$ cat src/rtl/scan_pattern_driver.sv
// Scan pattern driver: accepts 4-bit shift slices into a ping-pong buffer,
// drives four scan chains, overlaps load of pattern k+1 with unload of
// response k, and compacts scan-out data into a 16-bit MISR signature.
module scan_pattern_driver #(
    parameter int CHAIN_LEN = 16
) (
    input  logic        clk,
    input  logic        rst,
    input  logic        start,
    input  logic [7:0]  num_pat,
    input  logic [15:0] exp_sig,
    input  logic [3:0]  pat_data,
    input  logic        pat_valid,
    output logic        pat_ready,
    output logic        TEST_SI1,
    output logic        TEST_SI2,
    output logic        TEST_SI3,
    output logic        TEST_SI4,
    output logic        TEST_SE,
    input  logic        TEST_SO1,
    input  logic        TEST_SO2,
    input  logic        TEST_SO3,
    input  logic        TEST_SO4,
    output logic        busy,
    output logic        done,
    output logic [15:0] signature,
    output logic        pass,
    output logic        error
);

    localparam int IW = (CHAIN_LEN > 1) ? $clog2(CHAIN_LEN) : 1;
    localparam logic [IW-1:0] LAST = IW'(CHAIN_LEN - 1);

    typedef enum logic [2:0] {
        S_IDLE,
        S_LOAD,
        S_SHIFT,
        S_CAPTURE,
        S_FLUSH,
        S_DONE
    } state_t;

    state_t state, state_nx;

    logic [3:0]    buf_a [CHAIN_LEN];
    logic [3:0]    buf_b [CHAIN_LEN];
    logic          act_b;      // 1: buffer B feeds the chains
    logic          alt_full;   // the non-active buffer holds a full pattern
    logic [IW-1:0] fill_idx;
    logic [IW-1:0] shift_idx;
    logic [7:0]    pat_cnt;
    logic [7:0]    num_q;
    logic [15:0]   exp_q;
    logic [15:0]   sig_q;
    logic          err_q;
    logic          res_q;      // result outputs valid until next start

    logic          xfer;
    logic          fill_last;
    logic          start_ok;
    logic          more_pat;
    logic          wr_b;
    logic [3:0]    so;
    logic [3:0]    slice;
    logic [15:0]   sig_nx;

    assign xfer      = pat_valid && pat_ready;
    assign fill_last = xfer && (fill_idx == LAST);
    assign start_ok  = (state == S_IDLE) && start;
    assign more_pat  = ({1'b0, pat_cnt} + 9'd1) < {1'b0, num_q};
    assign wr_b      = (state == S_LOAD) ? act_b : ~act_b;
    assign so        = {TEST_SO4, TEST_SO3, TEST_SO2, TEST_SO1};
    assign slice     = act_b ? buf_b[shift_idx] : buf_a[shift_idx];
    assign sig_nx    = {sig_q[14:0], 1'b0} ^ (sig_q[15] ? 16'h1021 : 16'h0000) ^ {12'h000, so};

    // State register
    always_ff @(posedge clk or posedge rst) begin
        if (rst) state <= S_IDLE;
        else     state <= state_nx;
    end

    // Next-state decode and Moore output decode
    always_comb begin
        state_nx  = state;
        pat_ready = 1'b0;
        TEST_SE   = 1'b0;
        TEST_SI1  = 1'b0;
        TEST_SI2  = 1'b0;
        TEST_SI3  = 1'b0;
        TEST_SI4  = 1'b0;
        busy      = (state != S_IDLE);
        done      = (state == S_DONE);
        signature = sig_q;
        error     = err_q;
        pass      = ((state == S_DONE) || res_q) && (sig_q == exp_q) && !err_q;
        case (state)
            S_IDLE: begin
                if (start) state_nx = (num_pat == 8'd0) ? S_DONE : S_LOAD;
            end
            S_LOAD: begin
                pat_ready = 1'b1;
                if (fill_last) state_nx = S_SHIFT;
            end
            S_SHIFT: begin
                TEST_SE   = 1'b1;
                TEST_SI1  = slice[0];
                TEST_SI2  = slice[1];
                TEST_SI3  = slice[2];
                TEST_SI4  = slice[3];
                pat_ready = more_pat && !alt_full;
                if (shift_idx == LAST) state_nx = S_CAPTURE;
            end
            S_CAPTURE: begin
                pat_ready = more_pat && !alt_full;
                // A slice completing the alternate buffer on this edge still counts as full
                if (!more_pat)                   state_nx = S_FLUSH;
                else if (alt_full || fill_last)  state_nx = S_SHIFT;
                else                             state_nx = S_DONE;
            end
            S_FLUSH: begin
                TEST_SE = 1'b1;
                if (shift_idx == LAST) state_nx = S_DONE;
            end
            S_DONE: begin
                state_nx = S_IDLE;
            end
            default: state_nx = S_IDLE;
        endcase
    end

    // Run control: counters, buffer bookkeeping, error and result flags
    always_ff @(posedge clk or posedge rst) begin
        if (rst) begin
            act_b     <= 1'b0;
            alt_full  <= 1'b0;
            fill_idx  <= '0;
            shift_idx <= '0;
            pat_cnt   <= '0;
            num_q     <= '0;
            exp_q     <= '0;
            err_q     <= 1'b0;
            res_q     <= 1'b0;
        end else begin
            if (start_ok) begin
                act_b     <= 1'b0;
                alt_full  <= 1'b0;
                fill_idx  <= '0;
                shift_idx <= '0;
                pat_cnt   <= '0;
                num_q     <= num_pat;
                exp_q     <= exp_sig;
                err_q     <= 1'b0;
                res_q     <= 1'b0;
            end
            if (state == S_DONE) res_q <= 1'b1;
            if (xfer) begin
                fill_idx <= fill_last ? '0 : fill_idx + 1'b1;
                if (fill_last && state != S_LOAD) alt_full <= 1'b1;
            end
            if (state == S_SHIFT || state == S_FLUSH)
                shift_idx <= (shift_idx == LAST) ? '0 : shift_idx + 1'b1;
            if (state == S_CAPTURE) begin
                pat_cnt <= pat_cnt + 8'd1;
                // Swap clears alt_full after any same-edge fill completion above
                if (more_pat && (alt_full || fill_last)) begin
                    act_b    <= ~act_b;
                    alt_full <= 1'b0;
                end else if (more_pat) begin
                    err_q <= 1'b1;
                end
            end
        end
    end

    // Ping-pong pattern buffers; contents only read after being written
    always_ff @(posedge clk) begin
        if (xfer) begin
            if (wr_b) buf_b[fill_idx] <= pat_data;
            else      buf_a[fill_idx] <= pat_data;
        end
    end

    // MISR: seeded on start, compacts responses during unload windows
    always_ff @(posedge clk or posedge rst) begin
        if (rst)
            sig_q <= '0;
        else if (start_ok)
            sig_q <= 16'hFFFF;
        else if ((state == S_SHIFT && pat_cnt != 8'd0) || state == S_FLUSH)
            sig_q <= sig_nx;
    end

endmodule

$ cat config.mk
export PLATFORM = sky130hd
export DESIGN_NAME = scan_pattern_driver
export DESIGN_NICKNAME = d
export VERILOG_FILES = /design/src/rtl/scan_pattern_driver.sv
export SDC_FILE = /design/constraint.sdc
export NUM_CORES = 1
export LEC_CHECK = 0
export ABC_AREA = 0
export BUFFER_PORTS_ARGS = -buffer_cell sky130_fd_sc_hd__clkbuf_2
export CAP_MARGIN = 20
export CORE_AREA = 10 10 148 150
export CTS_CLUSTER_DIAMETER = 200
export CTS_CLUSTER_SIZE = 24
export DETAILED_ROUTE_END_ITERATION = 7
export DIE_AREA = 0 0 158 160
export PLACE_DENSITY = 0.72
export SYNTH_ARGS = -nofsm -noshare
export SYNTH_HDL_FRONTEND = slang
export SYNTH_SLANG_ARGS = --single-unit
$ cat constraint.sdc
create_clock -name clk -period 3.3 [get_ports clk]
set_clock_uncertainty 0.1 [all_clocks]
set_input_delay 0.66 -clock clk [delete_from_list [all_inputs] [get_ports clk]]
set_output_delay 0.66 -clock clk [all_outputs]
set_load 0.05 [all_outputs]
==> results of run 1 <==
-- layout make-up --
cell class                      count  area (um^2)
Timing Repair Buffer               88          574
Tap cell                          238          298
Clock inverter                     14          179
Sequential cell                   191         5420
Multi-Input combinational cell    377         2890
Inverter                           14         52.6
Clock buffer                       18          429
Fill cell                        1574         9240
-- worst register-to-register path, delay by kind of cell (launching register included) --
family | cells | cell delay (ps)
fa+ha+maj | 1 | 310
flops | 1 | 350
simple gates | 3 | 550
xor+xnor | 1 | 240
buf+inv | 3 | 490
compound gates | 4 | 770
-- metal layers --
layer / vias up / wire length [um] / global-route usage, %
li1: 2430 / - / -
met1: 2671 / 8030 / 19.6
met2: 174 / 9420 / 25.4
met3: 26 / 1110 / 4.06
met4: 0 / 388 / 5.39
met5: - / 0 / 0
-- path summary, 6_finish.rpt --
path	to	from	slack (ps)	cells past startpoint
worst max-delay path	pat_ready	pat_cnt[4]	8	9
worst min-delay path	num_q[6]	rst	110	2
worst max register to register	buf_a[7][1]	pat_cnt[2]	150	12
worst min register to register	res_q	res_q	400	2
max in group asynchronous	exp_q[0]	rst	2310	3
min in group clk	exp_q[9]	exp_sig[9]	320	3
-- power by group --
group | total, mW | internal, mW | switching [mW]
registers | 3.11 | 2.85 | 0.260
logic | 1.64 | 0.543 | 1.10
clock network | 2.10 | 1.21 | 0.893
-- cells in the mapped netlist, drive strengths merged, types with 2 or more instances --
| cell | instances | share of area, % |
|---|---|---|
| nor2b | 8 | 0.59 |
| nand4 | 5 | 0.37 |
| ha | 14 | 2.1 |
| mux4 | 32 | 9.1 |
| nor4 | 3 | 0.22 |
| and2 | 5 | 0.37 |
| a22o | 16 | 1.7 |
| buf | 16 | 1.4 |
| or4 | 2 | 0.18 |
| o21ai | 16 | 0.95 |
| nand3 | 14 | 0.83 |
| a221oi | 8 | 1.1 |
| o22ai | 5 | 0.37 |
| inv | 14 | 0.62 |
| nand2 | 86 | 3.8 |
| xnor2 | 24 | 2.5 |
| nor2 | 71 | 3.2 |
| nand2b | 4 | 0.30 |
| a21o | 2 | 0.18 |
| mux2i | 3 | 0.36 |
| o41ai | 2 | 0.30 |
| clkbuf | 11 | 0.49 |
| o31ai | 5 | 0.73 |
| a31oi | 9 | 0.67 |
| and3 | 5 | 0.37 |
| xor2 | 4 | 0.42 |
| a21oi | 21 | 1.3 |
| dfrtp | 63 | 19 |
| edfxtp | 128 | 46 |
-- cells by family after synthesis --
| family | after synthesis | share of synthesized area (%) |
|---|---|---|
| and+or+nand+nor | 208 | 10.6 |
| DFF | 191 | 64.2 |
| AOI/OAI and AO/OA | 92 | 8.13 |
| buffers and inverters | 41 | 2.55 |
| muxes | 35 | 9.48 |
| xor gates and xnor gates | 28 | 2.91 |
| adders and majority gates | 14 | 2.08 |
-- flip-flops by register name, summed over array words and instances, names as in the netlist, 3 cells and up --
name and flops:
buf_a 64, buf_b 64, exp_q 16, signature 16, num_q 8, pat_cnt 8
fill_idx 4, shift_idx 4, state 3
-- metrics by stage --
| step | total power [mW] | util [%] |
|---|---|---|
| after floorplan | 4.28 | - |
| after global placement | 4.71 | 47.4 |
| after detailed placement | 4.77 | 47.4 |
| after CTS | 6.90 | 51.0 |
| after global routing | 7.19 | 51.6 |
| final | 6.86 | 51.6 |
-- timing repair --
action                     4_1_cts  5_1_grt
gates resized for setup         12       20
pin swaps                        0        1
cloned                           0        1
buffers inserted                 5        3
setup endpoints to repair        5       33
==> flow_summary.toml, run 1 <==
[outcome]
status = "completed"

[timing]
rsz0062_at_grt = "yes"
layout_setup_ws_ps = 7.70
hold_viol = 0
worstMarginPinSlew_ps = 733
relSlewSlack_pct = 51.2
setup_viol = 0
finalHoldWorstSlack_ps = 112
fmax_mhz = 304
fin_crit_ps = 3290
fin_crit_sh_pct = 99.8
drv_slew = 0
timing.setup.tns_ps = 0

[floorplan]
initial_core_util_pct = 44.2
die-area_um2 = 25300
dieWidth_um = 158
core_area_um2 = 19100
die_h_um = 160
rows = 51
ios = 62

[clock_tree]
cts_max_level = 4
clockBufferDepth = 2
numCtsBuffers = 17
clk-insertion-delay-late_ps = 430
cts_tree = "done"
path_clk_slew_ps = 70
cts.sink_count = 191
hold_buffers = 0
clockRootBuffer = "clkbuf_16"

[final_layout]
final_cell_area_um2 = 9840
layout.nets = 739
antennaDiodeCount = 0
most-common-layout-cells = "128 x edfxtp_1, 86 x nand2_1, 62 x nor2_1, 60 x dfrtp_1, 56 x clkbuf_2"
drive_gt1_share_pct = 24.5
fin_cells = 940
syn_to_final_growth_pct = 16.6
final_common_cell = "edfxtp_1"

[critical_path]
path_delay_family = "simple AND/OR/NAND/NOR gates"
critPathMaxStageDelay_ps = 370
crit_slowest_cell = "dfrtp_1"
worst_ep_arrival_time_ps = 2530
crit_type = "reg2out"
cp_common_cell = "and3_1"
cp_max_fo = 3
crit_required_ps = 2540
critical_path_buf_inv_count = 1
endpoint_kind = "output port"
critPathLaunchType = "register"
cp_cell_sequence = "and3_1, and3_1, and3_1, xor2_1, ha_1, a21oi_2, nand3_2, o21ai_2, buf_8"

[pwr]
powerDensity_nw_per_um2 = 697
ir_drop_mv = 0.731
p_leak_nw = 3.75

[global_route]
grt_max_degree = 35
grt_usage_pct = 15.6
grt_overflow = 0
grt_pass1_vias = 5596
grt_antenna_before_repair = 0
grt_pass1_wl_um = 30600

[yosys]
yosys_warnings = 0
synth_nets = 659
synth_enable_flop_cells = 128
synth_area_per_cell_um2 = 13.9
synth_cells = 609
synth_async_sr_flop_share_pct = 33.0
synth_seq_cells = 191
yosys_most_used_dff = "edfxtp_1"
syn-cell-area_um2 = 8440
synth_cell_types = 53
ys_seq_area_share_pct = 64.2

[routing]
ant_nets = 0
vias = 5301
drt_iter0_drc = 483
firstDrtPassIters = 6
wl_per_cell_um = 20.2
remaining_drc_errors = 0
viasPerCell = 5.64
totalWireLength_um = 18900

[placement]
portBuffers = 61
dp.cells = 899
placed_cell_area_um2 = 9050
post-place-ws_ps = 86.0
dp_hpwl_um = 12900
gp_congestion = 0.827

[job]
drv_cap = 0

[hold_path]
hold_class = "in2async"
No activity file was read; power rests on OpenSTA's default activity.
==> run 2: changes to the inputs <==
- CELL_PAD_IN_SITES_DETAIL_PLACEMENT: default -> 0
- CELL_PAD_IN_SITES_GLOBAL_PLACEMENT: default -> 1
- PLACE_DENSITY: 0.72 -> 0.82
==> flow_summary.toml, run 2 (synthesis results as in run 1) <==
[outcome]
status = "completed"

[timing]
timing.setup.tns_ps = 0
hold_viol = 0
drv_slew = 0
finalHoldWorstSlack_ps = 112
setup_viol = 0
worstMarginPinSlew_ps = 704
rsz0062_at_grt = "yes"
layout_setup_ws_ps = 10.2
fin_crit_ps = 3290
fin_crit_sh_pct = 99.7
relSlewSlack_pct = 53.1
fmax_mhz = 304

[floorplan]
ios = 62
initial_core_util_pct = 44.2
dieWidth_um = 158
die-area_um2 = 25300
die_h_um = 160
core_area_um2 = 19100
rows = 51

[routing]
totalWireLength_um = 19100
firstDrtPassIters = 5
ant_nets = 0
remaining_drc_errors = 0
vias = 5218
drt_iter0_drc = 420
viasPerCell = 5.53
wl_per_cell_um = 20.2

[global_route]
grt_overflow = 0
grt_usage_pct = 15.6
grt_antenna_before_repair = 0
grt_max_degree = 36
grt_pass1_wl_um = 30600
grt_pass1_vias = 5535

[clock_tree]
cts_max_level = 4
cts.sink_count = 191
clk-insertion-delay-late_ps = 440
numCtsBuffers = 17
cts_tree = "done"
clockRootBuffer = "clkbuf_16"
clockBufferDepth = 2
hold_buffers = 0
path_clk_slew_ps = 70

[critical_path]
cp_cell_sequence = "ha_4, nand3_2, xnor2_2, ha_1, a21o_1, a21oi_2, nand3_2, o21ai_2, buf_8"
endpoint_kind = "output port"
critical_path_buf_inv_count = 1
crit_slowest_cell = "dfrtp_1"
worst_ep_arrival_time_ps = 2530
cp_max_fo = 4
path_delay_family = "compound AO/OA/AOI/OAI gates"
crit_type = "reg2out"
critPathMaxStageDelay_ps = 460
crit_required_ps = 2540
critPathLaunchType = "register"
cp_common_cell = "nand3_2"

[final_layout]
reg_top3 = "buf_a x64, buf_b x64"
layout.nets = 742
fin_util_pct = 51.8
syn_to_final_growth_pct = 17.2
most-common-layout-cells = "128 x edfxtp_1, 86 x nand2_1, 61 x dfrtp_1, 57 x clkbuf_2, 56 x nor2_1"
antennaDiodeCount = 0
final_common_cell = "edfxtp_1"
drive_gt1_share_pct = 26.7

[hold_path]
hold_class = "in2async"

[pwr]
finalPower_mw = 6.74
p_leak_nw = 3.74
ir_drop_mv = 0.711
powerDensity_nw_per_um2 = 681

[placement]
portBuffers = 61
dp_hpwl_um = 13100
gp_congestion = 0.790
post-place-ws_ps = -19.1

[job]
drv_cap = 0
run 2: cell types whose count changed in the layout (fill, tap and decap cells not counted), moves of 2 or more:
cell	previous run	this run
buf_4	25	29
bufinv_16	3	0
clkbuf_4	2	0
clkinvlp_4	0	2
ha_4	0	2
inv_6	5	2
inv_8	2	6
nor2_1	62	56
nor2_2	8	15
run 2: power by group:
group	internal, mW	switching, mW	total (mW)	leakage [nW]
clock network	1.00	0.970	1.97	0.276
logic	0.553	1.10	1.65	1.54
registers	2.85	0.256	3.11	1.92
run 2: layout make-up:
type	count	area (um^2)
flip-flops and latches	191	5420
fillers	1568	9190
clock buffers	17	425
multi-input cells	377	2960
inverters	14	52.6
well taps	238	298
repair buffers	91	584
clock inverters	15	143
run 2: worst register-to-register path, cell delays in order (launching register included):
cell	delay, ps
dfrtp_1	460
buf_4	160
inv_1	40
ha_1	290
ha_1	280
a21boi_1	130
o2111ai_2	230
a21oi_4	100
buf_4	170
o31ai_2	220
buf_4	180
nand3_1	130
nor2_1	330
run 2: per-stage QoR:
step | cell area [um^2] | std cells
2_1_floorplan | 8440 | 609
3_3_place_gp | 9040 | 899
3_5_place_dp | 9040 | 899
4_1_cts | 9720 | 935
5_1_grt | 9890 | 943
6_report | 9890 | 943
run 2: final timing paths:
path	startpoint	to	slack, ps	cells past startpoint
worst min-delay path	rst	state[1]	110	2
worst max-delay path	pat_cnt[1]	pat_ready	10	9
worst max register to register	pat_cnt[1]	buf_b[14][0]	160	12
worst min register to register	res_q	res_q	400	2
max in group asynchronous	rst	signature[1]	2280	3
min in group clk	exp_sig[14]	exp_q[14]	310	3
run 2: layer usage:
metal / wire length (um) / vias up / track usage, %
li1: - / 2445 / -
met4: 250 / 0 / 4.47
met5: 0 / - / 0
met1: 8060 / 2571 / 20.6
met3: 1380 / 22 / 4.83
met2: 9390 / 180 / 24.4
run 2: repair_timing:
item	CTS	global route
setup buffers	4	8
endpoints found under the setup margin	23	102
gates cloned	0	0
gates resized for setup	19	32
pin swaps	1	5
==> run 3: changes to the inputs <==
- CORE_AREA: 10 10 148 150 -> 2 2 140 142
- DIE_AREA: 0 0 158 160 -> 0 0 142 144
==> flow_summary.toml, run 3 (synthesis results as in run 1) <==
[global_route]
grt_antenna_before_repair = 0
grt_pass1_vias = 5471
grt_usage_pct = 19.1
grt_max_degree = 35
grt_overflow = 0
grt_pass1_wl_um = 29400

[critical_path]
critical_path_buf_inv_count = 2
worst_ep_arrival_time_ps = 2490
r2r_cells = 12
cp_max_fo = 4
timing.rr.end = "buf_b[5][3]"
crit_slowest_cell = "dfrtp_1"
path_delay_family = "compound AO/OA/AOI/OAI gates"
crit_type = "reg2out"
critPathMaxStageDelay_ps = 430
worstReg2RegStart = "pat_cnt[1]"
reg2reg_slack_ps = 60
crit_required_ps = 2540
cp_cell_sequence = "buf_4, nand3_1, xnor2_1, ha_1, a21o_1, a21oi_2, a21oi_4, o21ai_4, buf_8"
critPathLaunchType = "register"
endpoint_kind = "output port"

[routing]
wl_per_cell_um = 19.6
vias = 5173
drt_iter0_drc = 327
firstDrtPassIters = 4
viasPerCell = 5.50
remaining_drc_errors = 0
ant_nets = 0
totalWireLength_um = 18400

[final_layout]
most-common-layout-cells = "128 x edfxtp_1, 86 x nand2_1, 62 x dfrtp_1, 56 x clkbuf_2, 49 x nor2_1"
final_common_cell = "edfxtp_1"
syn_to_final_growth_pct = 17.5
drive_gt1_share_pct = 27.3
antennaDiodeCount = 0
fin_util_pct = 52.0
reg_top3 = "buf_a x64, buf_b x64"
layout.nets = 740
n_fill_cell = 1600

[clock_tree]
clockRootBuffer = "clkbuf_16"
path_clk_slew_ps = 70
numCtsBuffers = 17
clk-insertion-delay-late_ps = 430
cts_tree = "done"
cts_max_level = 4
clockBufferDepth = 2
cts.sink_count = 191
hold_buffers = 0

[placement]
dp_hpwl_um = 12400
gp_congestion = 0.814
portBuffers = 61
post-place-ws_ps = 31.5

[timing]
setup_viol = 0
relSlewSlack_pct = 51.9
fmax_mhz = 308
fin_crit_ps = 3250
worstMarginPinSlew_ps = 722
layout_setup_ws_ps = 53.4
drv_slew = 0
fin_crit_sh_pct = 98.4
hold_viol = 0

[pwr]
ir_drop_mv = 0.591
netSwitchingPower_mw = 2.32
combPwrFrac_pct = 24.3
internal-power_mw = 4.48
seqPwrFrac_pct = 45.7
power_switching_share_pct = 34.1
pwr-share-clk_pct = 30.0
powerDensity_nw_per_um2 = 686
p_leak_nw = 3.73

[job]
drv_cap = 0

[floorplan]
ios = 62
die_h_um = 144
core_area_um2 = 19100
die-area_um2 = 20400
rows = 51
dieWidth_um = 142
initial_core_util_pct = 44.2

[hold_path]
hold_class = "in2async"

[outcome]
status = "completed"
## run 3: cell types whose count changed in the layout (fill, tap and decap cells not counted), moves of 2 or more
cell and delta:
and3_4 +2, inv_8 -2, nor2_2 +6, buf_4 -2
and3_1 -2, dfrtp_2 -2, nor2_1 -7
## run 3: worst max-delay path by stage
stage	startpoint	end	slack [ps]	cells past startpoint
finish	pat_cnt[1]	pat_ready	50	9
global route	pat_cnt[0]	buf_b[5][3]	-40	12
CTS	shift_idx[0]	TEST_SI1	0.3	7
detailed placement	pat_cnt[3]	buf_a[13][2]	30	10
global placement	pat_cnt[3]	buf_a[12][0]	150	10
floorplan	signature[15]	pass	-40	5
## run 3: cell type report
class	instances	area (um^2)	share of cell area [%]
multi-input combinational	377	2960	29.9
timing repair buffer	89	583	5.88
clock buffer	17	425	4.29
sequential	191	5420	54.7
clock inverter	15	169	1.70
inverter	14	52.6	0.530
tap	238	298	3.00
## run 3: routing by layer
layer	vias to the layer above	track usage, %	routed length [um]
li1	2426	-	-
met1	2575	24.5	7880
met2	145	32.1	9270
met3	27	4.87	951
met4	0	6.21	296
met5	-	0	0
## run 3: power by group through the flow
stage	Clock [mW]	Combinational [mW]	Sequential, mW
2_1_floorplan	0	0.914	3.36
3_3_place_gp	0	1.56	3.15
3_5_place_dp	0	1.59	3.16
4_1_cts	2.07	1.62	3.11
5_1_grt	2.15	1.82	3.15
6_report	2.04	1.65	3.11
## run 3: per-stage QoR
stage | std cells | area [um^2] | hold slack [ps] | TNS [ps] | power (mW)
6_report | 941 | 9910 | 192 | 0 | 6.80
5_1_grt | 941 | 9910 | 236 | -443 | 7.12
4_1_cts | 939 | 9780 | 201 | 0 | 6.80
3_5_place_dp | 897 | 9020 | 376 | 0 | 4.75
3_3_place_gp | 897 | 9020 | 377 | 0 | 4.71
2_1_floorplan | 609 | 8440 | 346 | -43.0 | 4.28
## run 3: timing repair
| item | in CTS | in global routing |
|---|---|---|
| buffers inserted | 10 | 2 |
| endpoints found under the setup margin | 5 | 113 |
| gates cloned | 0 | 0 |
| resized for setup | 17 | 43 |
| pin swaps | 3 | 5 |
